===== src/rtl/int_pkg.sv =====
// int_pkg: shared state/source encodings and default vector indices for the interrupt sequencer.
package int_pkg;
  typedef enum logic [1:0] {IDLE, REQ, VEC, SERVICE} int_state_e;
  typedef enum logic {INT_SRC_HW = 1'b0, INT_SRC_SW = 1'b1} int_src_e;
  localparam int HWINT_VEC_IDX = 1;
  localparam int SWINT_VEC_IDX = 2;
endpackage


===== src/rtl/int_pending_latch.sv =====
// int_pending_latch: set-priority pending flop; EDGE=1 sets on a 0->1 of d, else on d high.
module int_pending_latch #(
  parameter bit EDGE = 1'b0
) (
  input  logic clk,
  input  logic rst,
  input  logic d,
  input  logic clr,
  output logic pend,
  output logic hit
);
  if (EDGE) begin : g_edge
    logic prev;
    always_ff @(posedge clk or posedge rst)
      if (rst) prev <= 1'b0;
      else prev <= d;
    assign hit = d & ~prev;
  end else begin : g_level
    assign hit = d;
  end
  always_ff @(posedge clk or posedge rst)
    if (rst) pend <= 1'b0;
    else pend <= hit | (pend & ~clr);
endmodule


===== src/rtl/int_vector_seq.sv =====
// int_vector_seq: arbitrates HW/SW interrupts, raises irq, drives the vector select on ack.
// Define INT_VECTOR_SEQ_HWINT_EDGE_EN for an edge-triggered, latched hwint.
module int_vector_seq
  import int_pkg::*;
#(
  parameter int SEL_WIDTH = 4,
  parameter int HWINT_SEL = HWINT_VEC_IDX,
  parameter int SWINT_SEL = SWINT_VEC_IDX
) (
  input  logic                 clk,
  input  logic                 rst,
  input  logic                 hwint,
  input  logic                 swint,
  input  logic                 ie,
  input  logic                 int_ack,
  input  logic                 reti,
  output logic                 irq,
  output logic                 vec_oe,
  output logic [SEL_WIDTH-1:0] vec_sel,
  output logic                 in_service,
  output logic                 int_src
);
  localparam logic [SEL_WIDTH-1:0] HW_SEL = SEL_WIDTH'(HWINT_SEL);
  localparam logic [SEL_WIDTH-1:0] SW_SEL = SEL_WIDTH'(SWINT_SEL);
  int_state_e state;
  int_src_e   src;
  logic sw_pend, sw_hit, sw_valid, hw_req;
  // The same-cycle swint counts so a request reaches irq one cycle later.
  assign sw_valid = sw_pend | sw_hit;
  int_pending_latch #(.EDGE(1'b0)) u_sw_pend (
    .clk(clk), .rst(rst), .d(swint),
    .clr(state == VEC && src == INT_SRC_SW),
    .pend(sw_pend), .hit(sw_hit)
  );
`ifdef INT_VECTOR_SEQ_HWINT_EDGE_EN
  logic hw_pend, hw_hit;
  int_pending_latch #(.EDGE(1'b1)) u_hw_pend (
    .clk(clk), .rst(rst), .d(hwint),
    .clr(state == VEC && src == INT_SRC_HW),
    .pend(hw_pend), .hit(hw_hit)
  );
  assign hw_req = (hw_pend | hw_hit) & ie;
`else
  assign hw_req = hwint & ie;
`endif
  always_ff @(posedge clk or posedge rst)
    if (rst) begin
      state      <= IDLE;
      src        <= INT_SRC_HW;
      irq        <= 1'b0;
      vec_oe     <= 1'b0;
      vec_sel    <= '0;
      in_service <= 1'b0;
      int_src    <= 1'b0;
    end else begin
      case (state)
        IDLE:
          if (hw_req || sw_valid) begin
            state <= REQ;
            src   <= hw_req ? INT_SRC_HW : INT_SRC_SW;
            irq   <= 1'b1;
          end
        REQ:
          if (int_ack) begin
            state   <= VEC;
            irq     <= 1'b0;
            vec_oe  <= 1'b1;
            vec_sel <= src == INT_SRC_HW ? HW_SEL : SW_SEL;
            int_src <= src == INT_SRC_SW;
          end else if (src == INT_SRC_HW && !hw_req) begin
            state <= IDLE;
            irq   <= 1'b0;
          end
        VEC: begin
          state      <= SERVICE;
          vec_oe     <= 1'b0;
          vec_sel    <= '0;
          in_service <= 1'b1;
        end
        SERVICE:
          if (reti) begin
            state      <= IDLE;
            in_service <= 1'b0;
          end
      endcase
    end
endmodule


===== config.mk =====
export PLATFORM = sky130hd
export DESIGN_NAME = int_vector_seq
export DESIGN_NICKNAME = d
export VERILOG_FILES = /design/src/rtl/int_pkg.sv /design/src/rtl/int_pending_latch.sv /design/src/rtl/int_vector_seq.sv
export SDC_FILE = /design/constraint.sdc
export NUM_CORES = 1
export LEC_CHECK = 0
export CORE_AREA = 2 2 39 41
export CTS_CLUSTER_SIZE = 28
export DETAILED_ROUTE_END_ITERATION = 16
export DIE_AREA = 0 0 41 43
export PLACE_DENSITY = 0.63
export SETUP_SLACK_MARGIN = 0.1
export SLEW_MARGIN = 25
export SYNTH_ARGS = -nofsm -noshare
export SYNTH_HDL_FRONTEND = slang
export SYNTH_SLANG_ARGS = --single-unit
export TNS_END_PERCENT = 50

===== constraint.sdc =====
create_clock -name clk -period 1.5 [get_ports clk]
set_clock_uncertainty 0.2 [all_clocks]
set_input_delay 0.3 -clock clk [delete_from_list [all_inputs] [get_ports clk]]
set_output_delay 0.3 -clock clk [all_outputs]
set_load 0.02 [all_outputs]

==> flow_summary.ini, run 1 <==
[outcome]
status = complete, no violations

[synth]
synth_top_cell_by_area = dfrtp_1
synth_ff_type = dfrtp_1
synth.ff_latch_count = 10
yosys_warnings = 0
yosysTopAreaCellShare = 0.522
yosysMostFrequentCell = dfrtp_1
ys_types = 23
synth_common_cells = 10 x dfrtp_1, 6 x inv_1, 4 x nand2_1, 3 x a21o_1
synth_top_cells_by_area = dfrtp_1 52%, a21o_1 4.7%, inv_1 4.7%, buf_4 3.1%, mux2_4 3.1%
synth-edff-count = 0
async_flop_share = 1.00
synth_seq_area_share = 0.522
mappedNetlistArea_sq_um = 479
syn_avg_cell_area_sq_um = 10.2
synthCells = 47

[worst_setup_path]
slowest_stage = dfrtp_1
worst-path-max-fanout = 2
cp_data_arrival_time_ns = 0.89
critPathLaunch = int_src
worstPathCellList = clkdlybuf4s15_2
reg2regPathDepth = 3
crit_end = int_src
cp-start-kind = register
cp-end-kind = primary output
worst-setup-path-type = register to primary output
required_ns = 1.00
crit_buf_inv = 1
critPathMaxStageDelay_ns = 0.38
timing.rr.start = state[0]
cp.depth = 1
cp_top_family = flip-flops
regToRegSetupSlack_ns = 0.17
r2r_end = int_src

[die]
core_sq_um = 1380
die_x_um = 41
pin_count = 15
die-area_sq_um = 1760
die_h_um = 43
initial_utilization = 0.346
rows = 14

[clock_tree]
clkTransAtPathRegs_ns = 0.06
clkSinkCount = 10
postCtsSetupBuffers = 0
clock_tree.buffer_depth = 2
clockRootBuffer = clkbuf_4
clk_latency_ns = 0.26
htreeDepth = 1
cts_hold_buf = 0
cts_inserted_buffers = 3
cts_tree = yes

[sta]
hold_viol = 0
min_period_ns = 1.39
fmax_mhz = 719
slew_viol_final = 0
hold_ws_ns = 0.122
post-route-period-util = 0.927
rsz0062_at_grt = true
finalSetupViolCount = 0

[power]
p_seq_frac = 0.435
vdd_drop_max_mv = 0.909
combPwrFrac = 0.423
p_int_w = 0.000740
p_total_w = 0.00122
leakagePower_nw = 0.304
p_switching_w = 0.000477
p_clk_frac = 0.142
powerDensity_nw_per_um2 = 1970
swShare = 0.392

[cells_and_area]
area_growth_pct = 28.7
drive_gt1_frac = 0.242
finalNetCount = 71
antennaDiodeCount = 0

[grt]
grt_pass1_vias = 394
grt_overflow = 0
grt_first_pass_wirelength_um = 1650
antenna_found_initial = 0
grt_usage = 0.143
grt_max_degree = 11

[place]
portBuffers = 12
place.gp.congestion = 0.783
dp_hpwl_um = 659

[route]
dr.first_iter.drc_count = 2
wire_per_inst_um = 11.0
drc_errors = 0
drtPass1Iterations = 3
via_per_inst = 4.87
routed-via-count = 380
ant_nets = 0
drt-total-wl_um = 861

[flow_run]
maxCapViolCount = 0

[worst_hold_path]
hold_path.class = input port to asynchronous set/reset pin
==> layout make-up <==
type | count | area, sq um
fillers | 146 | 767
flip-flops and latches | 10 | 250
multi-input cells | 29 | 190
repair buffers | 14 | 111
clock buffers | 3 | 22.5
inverters | 6 | 22.5
well taps | 16 | 20.0
==> routing by layer <==
layer | global-route usage | wire length (um) | vias to the layer above
met1 | 0.178 | 395 | 176
met4 | 0.100 | 33 | 0
met3 | 0.0314 | 46 | 4
met2 | 0.209 | 386 | 11
met5 | 0 | 0 | -
li1 | - | - | 189
==> state kept, by name (all words and copies together), names as in the netlist, named ones only <==
| signal | count |
|---|---|
| vec_sel | 2 |
| vec_oe | 1 |
| state | 1 |
| irq | 1 |
| u_sw_pend.pend | 1 |
| in_service | 1 |
| int_src | 1 |
| src | 1 |
==> metrics by stage <==
step / TNS [ns] / instance area, sq um / worst slack (ns) / utilization / cells
2_1_floorplan: 0 / 483 / 0.228 / - / 48
3_3_place_gp: -0.484 / 618 / -0.127 / 0.447 / 75
3_5_place_dp: -0.589 / 618 / -0.152 / 0.447 / 75
4_1_cts: 0 / 633 / 0.0699 / 0.458 / 78
5_1_grt: 0 / 617 / 0.0598 / 0.446 / 78
6_report: 0 / 617 / 0.109 / 0.446 / 78
==> cells by family after synthesis <==
kind of cell           Yosys count  share of synthesized area
and+or+nand+nor                 12                      0.149
other                            1                    0.00783
AOI/OAI and AO/OA               14                      0.201
DFF                             10                      0.522
muxes                            1                     0.0313
buffers and inverters            9                     0.0888
==> power by group through the flow <==
stage,combinational [W],sequential [W],clock (W)
after CTS,0.000543,0.000531,0.000179
after global routing,0.000576,0.000559,0.000189
final,0.000515,0.000530,0.000172
after floorplan,0.000323,0.000571,0
after global placement,0.000584,0.000533,0
after detailed placement,0.000585,0.000535,0
==> layout by cell type, fill, tap and decap left out, types with 2 or more instances in the layout <==
master           count
a21o_1               3
nand2_1              4
buf_2                3
clkbuf_4             3
conb_1               2
dfrtp_1             10
o22ai_1              2
inv_1                6
clkdlybuf4s50_1      6
clkbuf_2             2
buf_4                2
nand3_1              2
a21oi_1              2
==> worst min path at each step <==
stage / startpoint / endpoint / slack [ns] / depth (start not counted)
2_1_floorplan: rst / asynchronous set/reset pin / -0.06 / 1
3_3_place_gp: in_service / in_service / 0.27 / 1
3_5_place_dp: in_service / in_service / 0.27 / 1
4_1_cts: rst / int_src / 0.13 / 2
5_1_grt: rst / int_src / 0.18 / 2
6_report: rst / int_src / 0.12 / 2
==> timing repair <==
| item | 4_1_cts | 5_1_grt |
|---|---|---|
| setup endpoints to repair | 6 | 9 |
| resized for setup | 18 | 4 |
| cloned | 0 | 0 |
(Power assumes the default switching activity.)
==> run 2: changes to the inputs <==
--- a/config.mk
+++ b/config.mk
@@ -10,7 +10,7 @@
 export DETAILED_ROUTE_END_ITERATION = 16
 export DIE_AREA = 0 0 41 43
 export PLACE_DENSITY = 0.63
-export SETUP_SLACK_MARGIN = 0.1
+export SETUP_SLACK_MARGIN = 0.2
 export SLEW_MARGIN = 25
 export SYNTH_ARGS = -nofsm -noshare
 export SYNTH_HDL_FRONTEND = slang
==> run 2 against run 1 <==
Global-route usage up 0.10 points. Clock power about the same. Total power up 12%. Critical endpoint is now vec_sel[0]. Critical path type unchanged. Final cell count up 5.1%.
==> flow_summary.ini, run 2 (synthesis gave the netlist of run 1 again) <==
[outcome]
status = complete, no violations

[cells_and_area]
design_area_sq_um = 684
antennaDiodeCount = 0
fill_cells = 136
area_growth_pct = 42.8
largest-register = vec_sel
drive_gt1_frac = 0.348
largest_reg_flops = 2
final_common_cell = dfrtp_1
finalNetCount = 75
final_cell_mix = 8 x dfrtp_1, 7 x buf_4, 6 x inv_1

[worst_setup_path]
slowest_stage = dfrtp_1
regToRegSetupSlack_ns = 0.22
reg2regPathDepth = 3
worstPathCellList = buf_2
worst-setup-path-type = register to primary output
cp-start-kind = register
cp_top_family = flip-flops
critPathMaxStageDelay_ns = 0.39
cp_data_arrival_time_ns = 0.81
crit_buf_inv = 1
worst-path-max-fanout = 3
required_ns = 1.00
cp-end-kind = primary output
r2r_end = int_src

[route]
drc_errors = 0
drtPass1Iterations = 2
drt-total-wl_um = 940
routed-via-count = 407
via_per_inst = 4.96
wire_per_inst_um = 11.5
dr.first_iter.drc_count = 1
ant_nets = 0

[grt]
grt_usage = 0.144
grt_max_degree = 11
grt_pass1_vias = 404
antenna_found_initial = 0
grt_first_pass_wirelength_um = 1660
grt_overflow = 0

[clock_tree]
clock_tree.buffer_depth = 2
cts_tree = yes
clkSinkCount = 10
clockRootBuffer = clkbuf_4
cts_inserted_buffers = 3
clk_latency_ns = 0.26
clkTransAtPathRegs_ns = 0.06
htreeDepth = 1

[place]
place.gp.congestion = 0.783
dp_hpwl_um = 659
postPlaceCellArea_sq_um = 618
portBuffers = 12

[power]
p_seq_frac = 0.393
p_int_w = 0.000851
swShare = 0.374
combPwrFrac = 0.480
p_clk_frac = 0.127
p_switching_w = 0.000509
leakagePower_nw = 0.363
powerDensity_nw_per_um2 = 1990
vdd_drop_max_mv = 0.920

[die]
pin_count = 15
rows = 14
die-area_sq_um = 1760
die_h_um = 43
initial_utilization = 0.346
die_x_um = 41
core_sq_um = 1380

[sta]
hold_viol = 0
finalSetupViolCount = 0
fmax_mhz = 765
rsz0062_at_grt = true
hold_ws_ns = 0.0932
post-route-period-util = 0.871
slew_viol_final = 0
min_period_ns = 1.31

[worst_hold_path]
whs_endpoint = u_sw_pend.pend
holdPathStages = 2
hp-start = swint
hold_path.class = input port to register

[flow_run]
maxCapViolCount = 0
## run 2: timing repair
action | in CTS | in global routing
endpoints found under the setup margin | 10 | 13
pin swaps | 0 | 3
hold endpoints to repair | 0 | 0
hold buffers | 0 | 0
gates resized for setup | 28 | 12
buffers inserted | 1 | 3
## run 2: power by group through the flow
stage / combinational (W) / clock, W / sequential [W]
after floorplan: 0.000323 / 0 / 0.000571
after CTS: 0.000574 / 0.000179 / 0.000533
after global placement: 0.000584 / 0 / 0.000533
after detailed placement: 0.000585 / 0 / 0.000535
final: 0.000653 / 0.000173 / 0.000534
after global routing: 0.000715 / 0.000190 / 0.000562
## run 2: worst max-delay path by stage
| stage | startpoint | endpoint | slack (ns) | depth (start not counted) |
|---|---|---|---|---|
| after floorplan | register | int_src | 0.23 | 4 |
| after global placement | hwint | state[0] | -0.13 | 4 |
| after detailed placement | hwint | src | -0.15 | 4 |
| after CTS | irq | irq | 0.11 | 1 |
| after global routing | vec_sel[0] | vec_sel[0] | 0.15 | 1 |
| final | vec_sel[0] | vec_sel[0] | 0.19 | 1 |
## run 2: through the flow
step                       util  total power [W]  setup TNS [ns]  setup slack (ns)  std cells
after floorplan               -         0.000894               0             0.228         48
after global placement    0.447          0.00112          -0.484            -0.127         75
after detailed placement  0.447          0.00112          -0.589            -0.152         75
after CTS                 0.462          0.00129               0             0.112         79
after global routing      0.495          0.00147               0             0.155         82
final                     0.495          0.00136               0             0.193         82
## run 2: final cells by class
cell class,count,area (sq um),area share
Timing Repair Buffer,18,166,0.243
Inverter,6,22.5,0.0329
Sequential cell,10,253,0.369
Multi-Input combinational cell,29,200,0.293
Tap cell,16,20.0,0.0293
Clock buffer,3,22.5,0.0329
## run 2: routing by layer
metal  routed length [um]  GRT usage  vias up
li1                     -          -      197
met1                  416      0.171      195
met2                  445      0.219       11
met3                   45     0.0314        4
met4                   33      0.100        0
met5                    0          0        -
